**src/rtl/aes_pkg.sv**
```systemverilog
// Shared types and helpers for the AES output path: block type, word width,
// serializer FSM states and the block-to-word selection function.
package aes_pkg;

  localparam int AES_N      = 16;
  localparam int AES_WORD_W = 32;

  typedef logic [AES_N-1:0][7:0] aes_block_t;

  typedef enum logic {
    IDLE = 1'b0,
    SEND = 1'b1
  } ser_state_e;

  // Word k of a block is bytes 4k..4k+3 with byte 4k in the least significant lane.
  function automatic logic [AES_WORD_W-1:0] aes_word(input aes_block_t blk,
                                                     input logic [1:0] idx);
    logic [AES_WORD_W-1:0] w;
    w = '0;
    for (int k = 0; k < 4; k++) begin
      if (idx == 2'(k)) begin
        w = {blk[4*k+3], blk[4*k+2], blk[4*k+1], blk[4*k]};
      end
    end
    return w;
  endfunction

endpackage

```
**src/rtl/aes_blk_fifo.sv**
```systemverilog
// Circular buffer of DEPTH ciphertext blocks with occupancy count.
// The caller guarantees push only when a slot is free and pop only when non-empty.
module aes_blk_fifo
  import aes_pkg::*;
#(
  parameter int DEPTH = 2
) (
  input  logic                     clk,
  input  logic                     resetn,
  input  logic                     push_i,
  input  aes_block_t               push_data_i,
  input  logic                     pop_i,
  output aes_block_t               rd_data_o,
  output logic [$clog2(DEPTH):0]   count_o,
  output logic                     full_o,
  output logic                     empty_o
);

  localparam int PW = $clog2(DEPTH);
  localparam int CW = PW + 1;

  aes_block_t    mem_q [DEPTH];
  logic [PW-1:0] wr_ptr_q, wr_ptr_d;
  logic [PW-1:0] rd_ptr_q, rd_ptr_d;
  logic [CW-1:0] count_q, count_d;

  always_comb begin
    wr_ptr_d = wr_ptr_q;
    rd_ptr_d = rd_ptr_q;
    if (push_i) begin
      wr_ptr_d = wr_ptr_q + PW'(1);
    end
    if (pop_i) begin
      rd_ptr_d = rd_ptr_q + PW'(1);
    end
    count_d = count_q + CW'(push_i) - CW'(pop_i);
  end

  always_ff @(posedge clk or negedge resetn) begin
    if (!resetn) begin
      wr_ptr_q <= '0;
      rd_ptr_q <= '0;
      count_q  <= '0;
    end else begin
      wr_ptr_q <= wr_ptr_d;
      rd_ptr_q <= rd_ptr_d;
      count_q  <= count_d;
    end
  end

  // Storage is cleared on reset so the output word reads zero before any capture.
  always_ff @(posedge clk or negedge resetn) begin
    if (!resetn) begin
      for (int i = 0; i < DEPTH; i++) begin
        mem_q[i] <= '0;
      end
    end else if (push_i) begin
      mem_q[wr_ptr_q] <= push_data_i;
    end
  end

  assign rd_data_o = mem_q[rd_ptr_q];
  assign count_o   = count_q;
  assign full_o    = (count_q == CW'(DEPTH));
  assign empty_o   = (count_q == '0);

  always_ff @(posedge clk) begin
    if (resetn) begin
      assert (!(pop_i && count_q == '0)) else $error("aes_blk_fifo: pop while empty");
      assert (!(push_i && !pop_i && count_q == CW'(DEPTH))) else $error("aes_blk_fifo: push while full");
    end
  end

endmodule

```
**src/rtl/aes_out_serializer.sv**
```systemverilog
// Buffers ciphertext blocks from the AES core and streams them as four 32-bit
// words per block over valid/ready, with full/empty/sticky-overflow status.
module aes_out_serializer
  import aes_pkg::*;
#(
  parameter int DEPTH = 2
) (
  input  logic                  clk,
  input  logic                  resetn,
  input  logic                  done_in,
  input  aes_block_t            enc_data_in,
  output logic                  m_valid,
  input  logic                  m_ready,
  output logic [AES_WORD_W-1:0] m_data,
  output logic                  m_last,
  output logic [1:0]            m_word_idx,
  output logic                  full,
  output logic                  empty,
  output logic                  overflow,
  input  logic                  clr_ovf
);

  localparam int CW = $clog2(DEPTH) + 1;

  ser_state_e    state_q, state_d;
  logic [1:0]    word_cnt_q, word_cnt_d;
  logic          ovf_q, ovf_d;
  logic          transfer, retire, slot_free, capture, drop;
  aes_block_t    rd_blk;
  logic [CW-1:0] count, count_next;
  logic          fifo_full, fifo_empty;

  // A full buffer still accepts a block when the head block retires this cycle.
  assign transfer   = m_valid && m_ready;
  assign retire     = transfer && (word_cnt_q == 2'd3);
  assign slot_free  = !fifo_full || retire;
  assign capture    = done_in && slot_free;
  assign drop       = done_in && !slot_free;
  assign count_next = count + CW'(capture) - CW'(retire);

  aes_blk_fifo #(
    .DEPTH (DEPTH)
  ) u_blk_fifo (
    .clk         (clk),
    .resetn      (resetn),
    .push_i      (capture),
    .push_data_i (enc_data_in),
    .pop_i       (retire),
    .rd_data_o   (rd_blk),
    .count_o     (count),
    .full_o      (fifo_full),
    .empty_o     (fifo_empty)
  );

  always_comb begin
    word_cnt_d = word_cnt_q;
    if (transfer) begin
      word_cnt_d = word_cnt_q + 2'd1;
    end
  end

  always_comb begin
    ovf_d = ovf_q;
    if (drop) begin
      ovf_d = 1'b1;
    end else if (clr_ovf) begin
      ovf_d = 1'b0;
    end
  end

  always_ff @(posedge clk or negedge resetn) begin
    if (!resetn) begin
      word_cnt_q <= '0;
      ovf_q      <= 1'b0;
    end else begin
      word_cnt_q <= word_cnt_d;
      ovf_q      <= ovf_d;
    end
  end

  always_ff @(posedge clk or negedge resetn) begin
    if (!resetn) begin
      state_q <= IDLE;
    end else begin
      state_q <= state_d;
    end
  end

  always_comb begin
    state_d = state_q;
    case (state_q)
      IDLE: if (capture) state_d = SEND;
      SEND: if (retire && (count_next == '0)) state_d = IDLE;
      default: state_d = IDLE;
    endcase
  end

  always_comb begin
    m_valid    = (state_q == SEND);
    m_last     = m_valid && (word_cnt_q == 2'd3);
    m_word_idx = word_cnt_q;
    m_data     = aes_word(rd_blk, word_cnt_q);
  end

  assign full     = fifo_full;
  assign empty    = fifo_empty;
  assign overflow = ovf_q;

endmodule

```
**config.mk**
```make
export PLATFORM = sky130hd
export DESIGN_NAME = aes_out_serializer
export DESIGN_NICKNAME = d
export VERILOG_FILES = /design/src/rtl/aes_pkg.sv /design/src/rtl/aes_blk_fifo.sv /design/src/rtl/aes_out_serializer.sv
export SDC_FILE = /design/constraint.sdc
export NUM_CORES = 1
export LEC_CHECK = 0
export CORE_AREA = 4 4 116 228
export DETAILED_ROUTE_END_ITERATION = 7
export DIE_AREA = 0 0 120 232
export PLACE_DENSITY = 0.76
export SKIP_CTS_REPAIR_TIMING = 1
export SYNTH_ARGS = -nofsm -noshare
export SYNTH_HDL_FRONTEND = slang
export SYNTH_SLANG_ARGS = --single-unit
```
**constraint.sdc**
```tcl
create_clock -name clk -period 1.8 [get_ports clk]
set_input_delay 0.27 -clock clk [delete_from_list [all_inputs] [get_ports clk]]
set_output_delay 0.27 -clock clk [all_outputs]
set_load 0.02 [all_outputs]
```
==> out/results.tsv, run 1 <==
metric	value	unit
status	complete, but fails checks	
violations	setup timing	
grt_setup_unrepaired	yes	
fin_skew	0.0152	ns
grt_use_met2	0.415	
ys_types	32	
clk_pin_slew_worst_paths	0.07	ns
worst_slew_pin_slew	0.499	ns
drc_errors	0	
drive_gt1_frac	0.569	
avgSynthCellArea	15.0	um^2
coreArea	24600	um^2
gr-total-overflow	0	
grt_max_degree	58	
antenna_found_initial	2	
hold_viol	0	
busiest_layer	met2	
r2r-start	m_word_idx[0]	
yosys_warnings	0	
gp_congestion	0.792	
cap_violations	0	
drv_slew	0	
ir_worst_vdd	1.54	mV
cts_made_buffers	25	
final_util	0.781	
via_count	8298	
preCtsSetupSlack	-0.592	ns
post-route-min-period	2.56	ns
htreeDepth	1	
cts.sinks	264	
yosysSeqAreaShare	0.542	
cts_tree	yes	
port_buffers	171	
drt-total-wl	38.0	mm
power_density	2230	nW/um^2
setup_ws	-0.764	ns
syn_inst	812	
avgViaCountPerCell	5.70	
grt_pass1_wl	48.2	mm
grtUsageMet1	0.250	
worstSetupPathType	flop to output port	
post_dp_cell_area	16200	um^2
postLayoutCellArea	19200	um^2
layout_commonest_cell	dfrtp_1	
wire_per_inst	26.1	um
initial_core_util	0.495	
grt_pass1_vias	8694	
r2r_setup_slack	-0.71	ns
synth-seq-cells	264	
maxSlewHeadroom	0.667	
cts_buffer_depth	3	
worstPathArrival	2.29	ns
pin_count	172	
place_hpwl	21.7	mm
fp.dieH	232	um
syn-num-nets	950	
cp-startpoint	u_blk_fifo.rd_ptr_q	
worst_r2r_endpoint	u_blk_fifo.mem_q[109]	
placementRows	81	
drtIter0Drc	490	
use_met3	0.0319	
drtPass1Iterations	4	
cts-root-buf	clkbuf_16	
die_x	120	um
synth_area	12200	um^2
layout.nets	1244	
fmax	390	MHz
critPathLaunchType	flop	
final_cell_mix	dfrtp_1, mux2_4, clkdlybuf4s50_1, mux2_2, mux2i_1	
setup_viol	297	
finalCritPeriodShare	1.42	
die_area	27800	um^2
cp_max_fo	14	
area_growth	57.8	%
antenna_left	0	
ff2ff_path_depth	12	
track_usage	0.219	
worstPathRequired	1.53	ns
leakagePower	8.66	nW
end_kind	output port	
clk_latency	0.54	ns
hold_class	primary input to asynchronous set/reset pin	
## registers in the layout (all words and copies together), names as in the netlist
register,cells
m_word_idx,2
u_blk_fifo.count_o,2
u_blk_fifo.mem_q,256
m_valid,1
overflow,1
u_blk_fifo.rd_ptr_q,1
u_blk_fifo.wr_ptr_q,1
## layer usage
layer / share of wire / wire [um]
met1: 0.38 / 14300
met2: 0.56 / 21100
met4: 0.032 / 1210
met3: 0.036 / 1360
met5: 0.00039 / 15
## power breakdown
part / switching [W] / internal [W] / total [W]
combinational: 0.0111 / 0.0150 / 0.0262
clock: 0.00231 / 0.00348 / 0.00580
sequential: 0.00195 / 0.00905 / 0.0110
total: 0.0154 / 0.0276 / 0.0430
## Yosys cell counts
cell       instances  area share
nand3_1            2     0.00082
a21oi_1            1     0.00041
a32o_1             1     0.00082
nand2_1            2     0.00062
nand2b_4           1      0.0011
o211ai_2           1      0.0010
xor2_1             3      0.0022
buf_4             11      0.0068
inv_2              2     0.00062
o32ai_1            1     0.00072
a22oi_1            1     0.00062
xnor2_1            3      0.0022
clkbuf_1          20      0.0062
mux2i_1           62       0.051
and2_1             1     0.00051
or2_2              1     0.00051
a211oi_1           1     0.00062
ha_1               5      0.0051
nor2b_1            2      0.0010
dfrtp_1          264        0.54
nand3b_1           2      0.0012
nand3_4            1      0.0014
buf_6             25       0.023
o21ai_0            3      0.0012
mux2_2           321        0.30
a221oi_1          62       0.045
a2bb2oi_1          1     0.00072
buf_8              2      0.0025
a211oi_2           1      0.0010
buf_2              3      0.0012
inv_1              5      0.0015
nor2_1             1     0.00031
## cells by family after synthesis
logic type | Yosys count | synth area share
mux | 383 | 0.347
flops | 264 | 0.542
xor+xnor | 6 | 0.00431
simple gates | 13 | 0.00760
buf+inv | 68 | 0.0419
fa+ha+maj | 5 | 0.00513
compound gates | 73 | 0.0517
## how the worst max path moves through the flow
stage / endpoint / slack (ns) / cells past startpoint
floorplan: m_data[10] / -0.11 / 7
global placement: m_data[13] / -0.59 / 7
detailed placement: m_data[19] / -0.59 / 7
CTS: m_data[19] / -1.18 / 7
global route: m_data[18] / -0.81 / 7
finish: m_data[18] / -0.76 / 7
## layout make-up
| type | instances | area [um^2] |
|---|---|---|
| sequential | 264 | 6610 |
| fill | 1386 | 5400 |
| inverter | 7 | 28.8 |
| antenna | 1 | 2.50 |
| clock buffer | 36 | 717 |
| clock inverter | 8 | 171 |
| timing repair buffer | 328 | 4260 |
| tap | 332 | 415 |
| multi-input combinational | 480 | 7030 |
## critical path, cell delays in order (launching register included)
cell and delay [ns]:
dfrtp_4 0.50, buf_12 0.15, buf_12 0.12, clkbuf_16 0.17
mux2_2 0.31, a221oi_4 0.27, a221oi_4 0.05, buf_6 0.16
## metrics by stage
stage,setup TNS [ns],cells,power (W),hold slack [ns]
2_1_floorplan,-23.74,812,0.0259,-0.0256
3_3_place_gp,-136.21,1343,0.0315,0.243
3_5_place_dp,-138.57,1343,0.0320,0.247
4_1_cts,-164.76,1387,0.0379,-0.328
5_1_grt,-208.55,1456,0.0448,0.296
6_report,-189.28,1456,0.0430,0.254
No activity file was read; power rests on OpenSTA's default activity.
==> inputs of run 2 (changes only) <==
- CORE_AREA: 4 4 116 228 -> 4 4 153 303
- CTS_CLUSTER_SIZE: default -> 25
- DIE_AREA: 0 0 120 232 -> 0 0 157 307
- PLACE_DENSITY: 0.76 -> default
==> out/results.tsv, run 2 (same netlist as run 1, synthesis figures left out) <==
metric	value	unit	change
worst_slew_pin_slew	0.487	ns	was 0.499 ns
largest_reg_flops	256		unchanged
end_kind	output port		unchanged
via_count	8161		was 8298
drtIter0Drc	265		was 490
largest_register	u_blk_fifo.mem_q		unchanged
coreArea	44100	um^2	was 24600 um^2
setup_viol	292		was 297
worstPathArrival	2.31	ns	was 2.29 ns
worstSetupPathType	flop to output port		unchanged
drc_errors	0		unchanged
avgViaCountPerCell	4.81		was 5.70
path_common_cell	a221oi_4		
final_cell_mix	dfrtp_1, mux2_2, clkdlybuf4s50_1, mux2_4, buf_4		was dfrtp_1, mux2_4, clkdlybuf4s50_1, mux2_2, mux2i_1
grt_pass1_wl	52.9	mm	was 48.2 mm
drtPass1Iterations	4		unchanged
setup_ws	-0.777	ns	was -0.764 ns
post_dp_cell_area	16600	um^2	was 16200 um^2
layout.nets	1257		was 1244
area_growth	57.1	%	was 57.8%
maxSlewHeadroom	0.676		was 0.667
placementRows	109		was 81
layout_commonest_cell	dfrtp_1		unchanged
slowest_stage	dfrtp_4		unchanged
ff2ff_path_depth	11		was 12
die_area	48200	um^2	was 27800 um^2
finalCritPeriodShare	1.43		was 1.42
htreeDepth	1		unchanged
hold_viol	0		unchanged
drt-total-wl	39.9	mm	was 38.0 mm
cap_violations	0		unchanged
fmax	388	MHz	was 390 MHz
antenna_found_initial	5		was 2
drv_slew	0		unchanged
wire_per_inst	23.5	um	was 26.1 um
cts_buffer_depth	3		unchanged
worstPathRequired	1.53	ns	about the same
status	complete, but fails checks		unchanged
die_x	157	um	was 120 um
worst-path-buf-inv	4		unchanged
hold_class	primary input to asynchronous set/reset pin		unchanged
drive_gt1_frac	0.572		was 0.569
cts.sinks	264		unchanged
track_usage	0.142		was 0.219
post-route-min-period	2.58	ns	was 2.56 ns
postLayoutCellArea	19200	um^2	about the same
cpLargestDelayFamily	buffers and inverters		unchanged
grt_setup_unrepaired	yes		unchanged
fin_skew	0.0227	ns	was 0.0152 ns
leakagePower	8.32	nW	was 8.66 nW
clk_pin_slew_worst_paths	0.06	ns	was 0.07 ns
worst-path-stages	7		unchanged
gr-total-overflow	0		unchanged
clk_latency	0.57	ns	was 0.54 ns
fp.dieH	307	um	was 232 um
place_hpwl	24.8	mm	was 21.7 mm
tns	-137.22	ns	was -189.28 ns
port_buffers	171		unchanged
ir_worst_vdd	1.22	mV	was 1.54 mV
pin_count	172		unchanged
gp_congestion	0.762		was 0.792
cts_made_buffers	28		was 25
violations	setup timing		unchanged
cp_cell_sequence	buf_12 > buf_16 > buf_8 > mux2_4 > a221oi_4 > a221oi_4 > buf_6		was buf_12 > buf_12 > clkbuf_16 > mux2_2 > a221oi_4 > a221oi_4 > buf_6
antenna_left	0		unchanged
power_density	2190	nW/um^2	was 2230 nW/um^2
cts-root-buf	clkbuf_16		unchanged
critPathLaunchType	flop		unchanged
cpPeakStageDelay	0.51	ns	was 0.50 ns
cts_tree	yes		unchanged
cp_max_fo	6		was 14
grt_max_degree	52		was 58
initial_core_util	0.277		was 0.495
grt_pass1_vias	8795		was 8694
-- run 2: path summary, 6_finish.rpt --
path | from | to | slack (ns)
max | u_blk_fifo.rd_ptr_q | m_data[8] | -0.78
min | resetn | u_blk_fifo.mem_q[64] | 0.23
max reg2reg | m_word_idx[0] | u_blk_fifo.mem_q[70] | -0.51
min reg2reg | u_blk_fifo.mem_q[169] | u_blk_fifo.mem_q[169] | 0.50
max in group asynchronous | resetn | u_blk_fifo.mem_q[113] | 0.90
min in group clk | clr_ovf | overflow | 0.29
-- run 2: layer usage --
metal,GRT usage,share of wire
met1,0.165,0.38
met2,0.266,0.56
met3,0.0228,0.033
met4,0.0430,0.029
met5,0,0.00028
-- run 2: layout make-up --
class | count | area (um^2)
fillers | 3959 | 24900
multi-input cells | 480 | 6660
flip-flops and latches | 264 | 6610
repair buffers | 338 | 4240
clock buffers | 41 | 821
well taps | 555 | 694
clock inverters | 8 | 97.6
inverters | 7 | 28.8
diodes | 2 | 5.00
-- run 2: worst register-to-register path, cell delays in order (launching register included) --
cell and delay, ns:
dfrtp_2 0.45, buf_6 0.13, ha_4 0.16, buf_12 0.14
buf_8 0.14, nand3_4 0.09, inv_4 0.06, o211ai_4 0.23
buf_6 0.17, buf_12 0.15, clkbuf_16 0.19, mux2_4 0.30
-- run 2: power by group --
part | total (W) | switching [W] | internal, W
clock network | 0.00590 | 0.00248 | 0.00343
registers | 0.0107 | 0.00170 | 0.00904
logic | 0.0253 | 0.0111 | 0.0143
total | 0.0420 | 0.0153 | 0.0267
-- run 2: per-stage QoR --
stage          setup slack [ns]  utilization  total power (W)  std cells  hold WS, ns
2_1_floorplan            -0.110            -           0.0259        812      -0.0256
3_3_place_gp             -0.653        0.377           0.0321       1579        0.223
3_5_place_dp             -0.686        0.377           0.0325       1579        0.224
4_1_cts                   -1.30        0.398           0.0386       1628       -0.373
5_1_grt                  -0.848        0.435           0.0441       1695        0.262
6_report                 -0.777        0.435           0.0420       1695        0.226
==> inputs of run 3 (changes only) <==
- CORE_AREA: 4 4 153 303 -> 4 4 163 322
- DIE_AREA: 0 0 157 307 -> 0 0 167 326
- SYNTH_HIERARCHICAL: default -> 1
==> out/results.tsv, run 3 <==
metric	value	unit	change
cts_buffer_depth	3		unchanged
r2r_setup_slack	-0.44	ns	was -0.51 ns
worst_slew_pin_slew	0.715	ns	was 0.487 ns
end_kind	output port		unchanged
hold_viol	0		unchanged
yosys_warnings	6		was 0
wire_per_inst	21.6	um	was 23.5 um
worstPathArrival	2.35	ns	was 2.31 ns
avgSynthCellArea	14.7	um^2	was 15.0 um^2
setup_viol	295		was 292
setup_ws	-0.817	ns	was -0.777 ns
ir_worst_vdd	1.03	mV	was 1.22 mV
port_buffers	171		unchanged
clk_pin_slew_worst_paths	0.07	ns	was 0.06 ns
synth_area	13900	um^2	was 12200 um^2
gr-total-overflow	0		unchanged
cpPeakStageDelay	0.50	ns	was 0.51 ns
synth_most_common_cell	dfrtp_1		was mux2_2
cts_tree	yes		unchanged
status	complete, but fails checks		unchanged
syn_inst	942		was 812
cap_violations	0		unchanged
largest_register	u_blk_fifo/mem_q		was u_blk_fifo.mem_q
synth_top_area_share	0.476		was 0.542
grt_setup_unrepaired	yes		unchanged
antenna_found_initial	14		was 5
async_flop_share	1.00		unchanged
coreArea	50100	um^2	was 44100 um^2
cts.sinks	264		unchanged
dp.cells	1830		was 1579
hold_class	primary input to asynchronous set/reset pin		unchanged
drtPass1Iterations	4		unchanged
fin_skew	0.00999	ns	was 0.0227 ns
via_count	8656		was 8161
grt_pass1_wl	58.0	mm	was 52.9 mm
placementRows	116		was 109
worst_r2r_endpoint	u_blk_fifo/mem_q[191]		was u_blk_fifo.mem_q[70]
leakagePower	8.74	nW	was 8.32 nW
tns	-115.12	ns	was -137.22 ns
synth_commonest_cells	dfrtp_1, mux2_4, mux2_2		was mux2_2, dfrtp_1, a221oi_1, mux2i_1, buf_6
layout.nets	1396		was 1257
layout_commonest_cell	dfrtp_1		unchanged
cts-root-buf	clkbuf_16		unchanged
synth_edf_count	0		unchanged
ys.flop_type	dfrtp_1		unchanged
worstSetupPathType	flop to output port		unchanged
drt-total-wl	41.7	mm	was 39.9 mm
power_density	2110	nW/um^2	was 2190 nW/um^2
die_area	54400	um^2	was 48200 um^2
gp_congestion	0.783		was 0.762
initial_core_util	0.277		about the same
drc_errors	0		unchanged
yosys.area.top_type	dfrtp_1		unchanged
pin_count	172		unchanged
post-route-min-period	2.62	ns	was 2.58 ns
drtIter0Drc	539		was 265
critPathCapture	m_data[4]		was m_data[8]
largest_reg_flops	256		unchanged
track_usage	0.135		was 0.142
synth-seq-cells	264		unchanged
fin_cells	1934		was 1695
antenna_left	0		unchanged
grt_max_degree	49		was 52
drive_gt1_frac	0.551		was 0.572
yosysSeqAreaShare	0.476		was 0.542
synthTopCellsByArea	dfrtp_1, mux2_4, mux2_2		was dfrtp_1, mux2_2, mux2i_1
power	0.0402	W	was 0.0420 W
cts_made_buffers	28		unchanged
drv_slew	0		unchanged
critPathLaunchType	flop		unchanged
post_dp_cell_area	17200	um^2	was 16600 um^2
fp.dieH	326	um	was 307 um
r2r-start	m_word_idx[0]		unchanged
clk_latency	0.56	ns	was 0.57 ns
htreeDepth	1		unchanged
area_growth	37.5	%	was 57.1%
maxSlewHeadroom	0.523		was 0.676
cp_cell_sequence	buf_4 > buf_12 > mux2_2 > a21oi_2 > o21ai_1 > a22o_1 > buf_2		was buf_12 > buf_16 > buf_8 > mux2_4 > a221oi_4 > a221oi_4 > buf_6
place_hpwl	27.4	mm	was 24.8 mm
slowest_stage	dfrtp_4		unchanged
cp_max_fo	9		was 6
syn-num-nets	1083		was 950
ys_types	28		was 32
finalCritPeriodShare	1.45		was 1.43
violations	setup timing		unchanged
fmax	382	MHz	was 388 MHz
avgViaCountPerCell	4.48		was 4.81
cp-startpoint	u_blk_fifo/rd_ptr_q		was u_blk_fifo.rd_ptr_q
postLayoutCellArea	19100	um^2	was 19200 um^2
worstPathRequired	1.53	ns	about the same
final_util	0.381		was 0.435
die_x	167	um	was 157 um
ff2ff_path_depth	10		was 11
final_cell_mix	dfrtp_1, mux2_4, clkdlybuf4s50_1, mux2_2, buf_4		was dfrtp_1, mux2_2, clkdlybuf4s50_1, mux2_4, buf_4
grt_pass1_vias	9489		was 8795
==> run 3: cell type report <==
type	instances	area, um^2
Tap cell	649	812
Sequential cell	264	6610
Antenna cell	8	20.0
Fill cell	4722	31000
Inverter	40	150
Clock inverter	15	199
Multi-Input combinational cell	574	6710
Timing Repair Buffer	347	3760
Clock buffer	37	806
==> run 3: how the worst min path moves through the flow <==
stage                       from       to  slack [ns]  cells past startpoint
after floorplan           resetn  m_valid       -0.03                      0
after global placement    resetn  m_valid        0.18                      1
after detailed placement  resetn  m_valid        0.19                      1
after CTS                 resetn  m_valid       -0.43                      1
after global routing      resetn  m_valid        0.20                      2
final                     resetn  m_valid        0.18                      2
==> run 3: logic make-up after synthesis <==
family / after synthesis / share of synthesized area
simple gates: 41 / 0.0131
mux: 385 / 0.372
flops: 264 / 0.476
fa+ha+maj: 8 / 0.00722
compound gates: 131 / 0.0643
xor+xnor: 7 / 0.00442
buf+inv: 106 / 0.0623
==> run 3: critical path: cells and delay by family (launching register included) <==
family | cells | cell delay, ns
AO/OA/AOI/OAI | 3 | 0.44
buffers and inverters | 3 | 0.48
flip-flops | 1 | 0.50
multiplexers | 1 | 0.35
==> run 3: metal layers <==
| layer | vias up | GRT usage | share of wire |
|---|---|---|---|
| li1 | 3984 | - | - |
| met4 | 6 | 0.0561 | 0.032 |
| met5 | - | 0 | 0.00081 |
| met3 | 72 | 0.0257 | 0.043 |
| met1 | 4403 | 0.169 | 0.41 |
| met2 | 191 | 0.227 | 0.51 |
==> run 3: per-stage QoR <==
stage	setup WS, ns	hold slack, ns
after floorplan	-0.203	-0.0256
after global placement	-0.576	0.183
after detailed placement	-0.601	0.190
after CTS	-1.23	-0.429
after global routing	-0.864	0.202
final	-0.817	0.184
==> run 3: report_power, final <==
group	leakage [nW]	switching, W	total [W]	internal [W]
registers	3.10	0.00182	0.0109	0.00904
clock network	0.496	0.00263	0.00638	0.00375
logic	5.14	0.00947	0.0230	0.0135
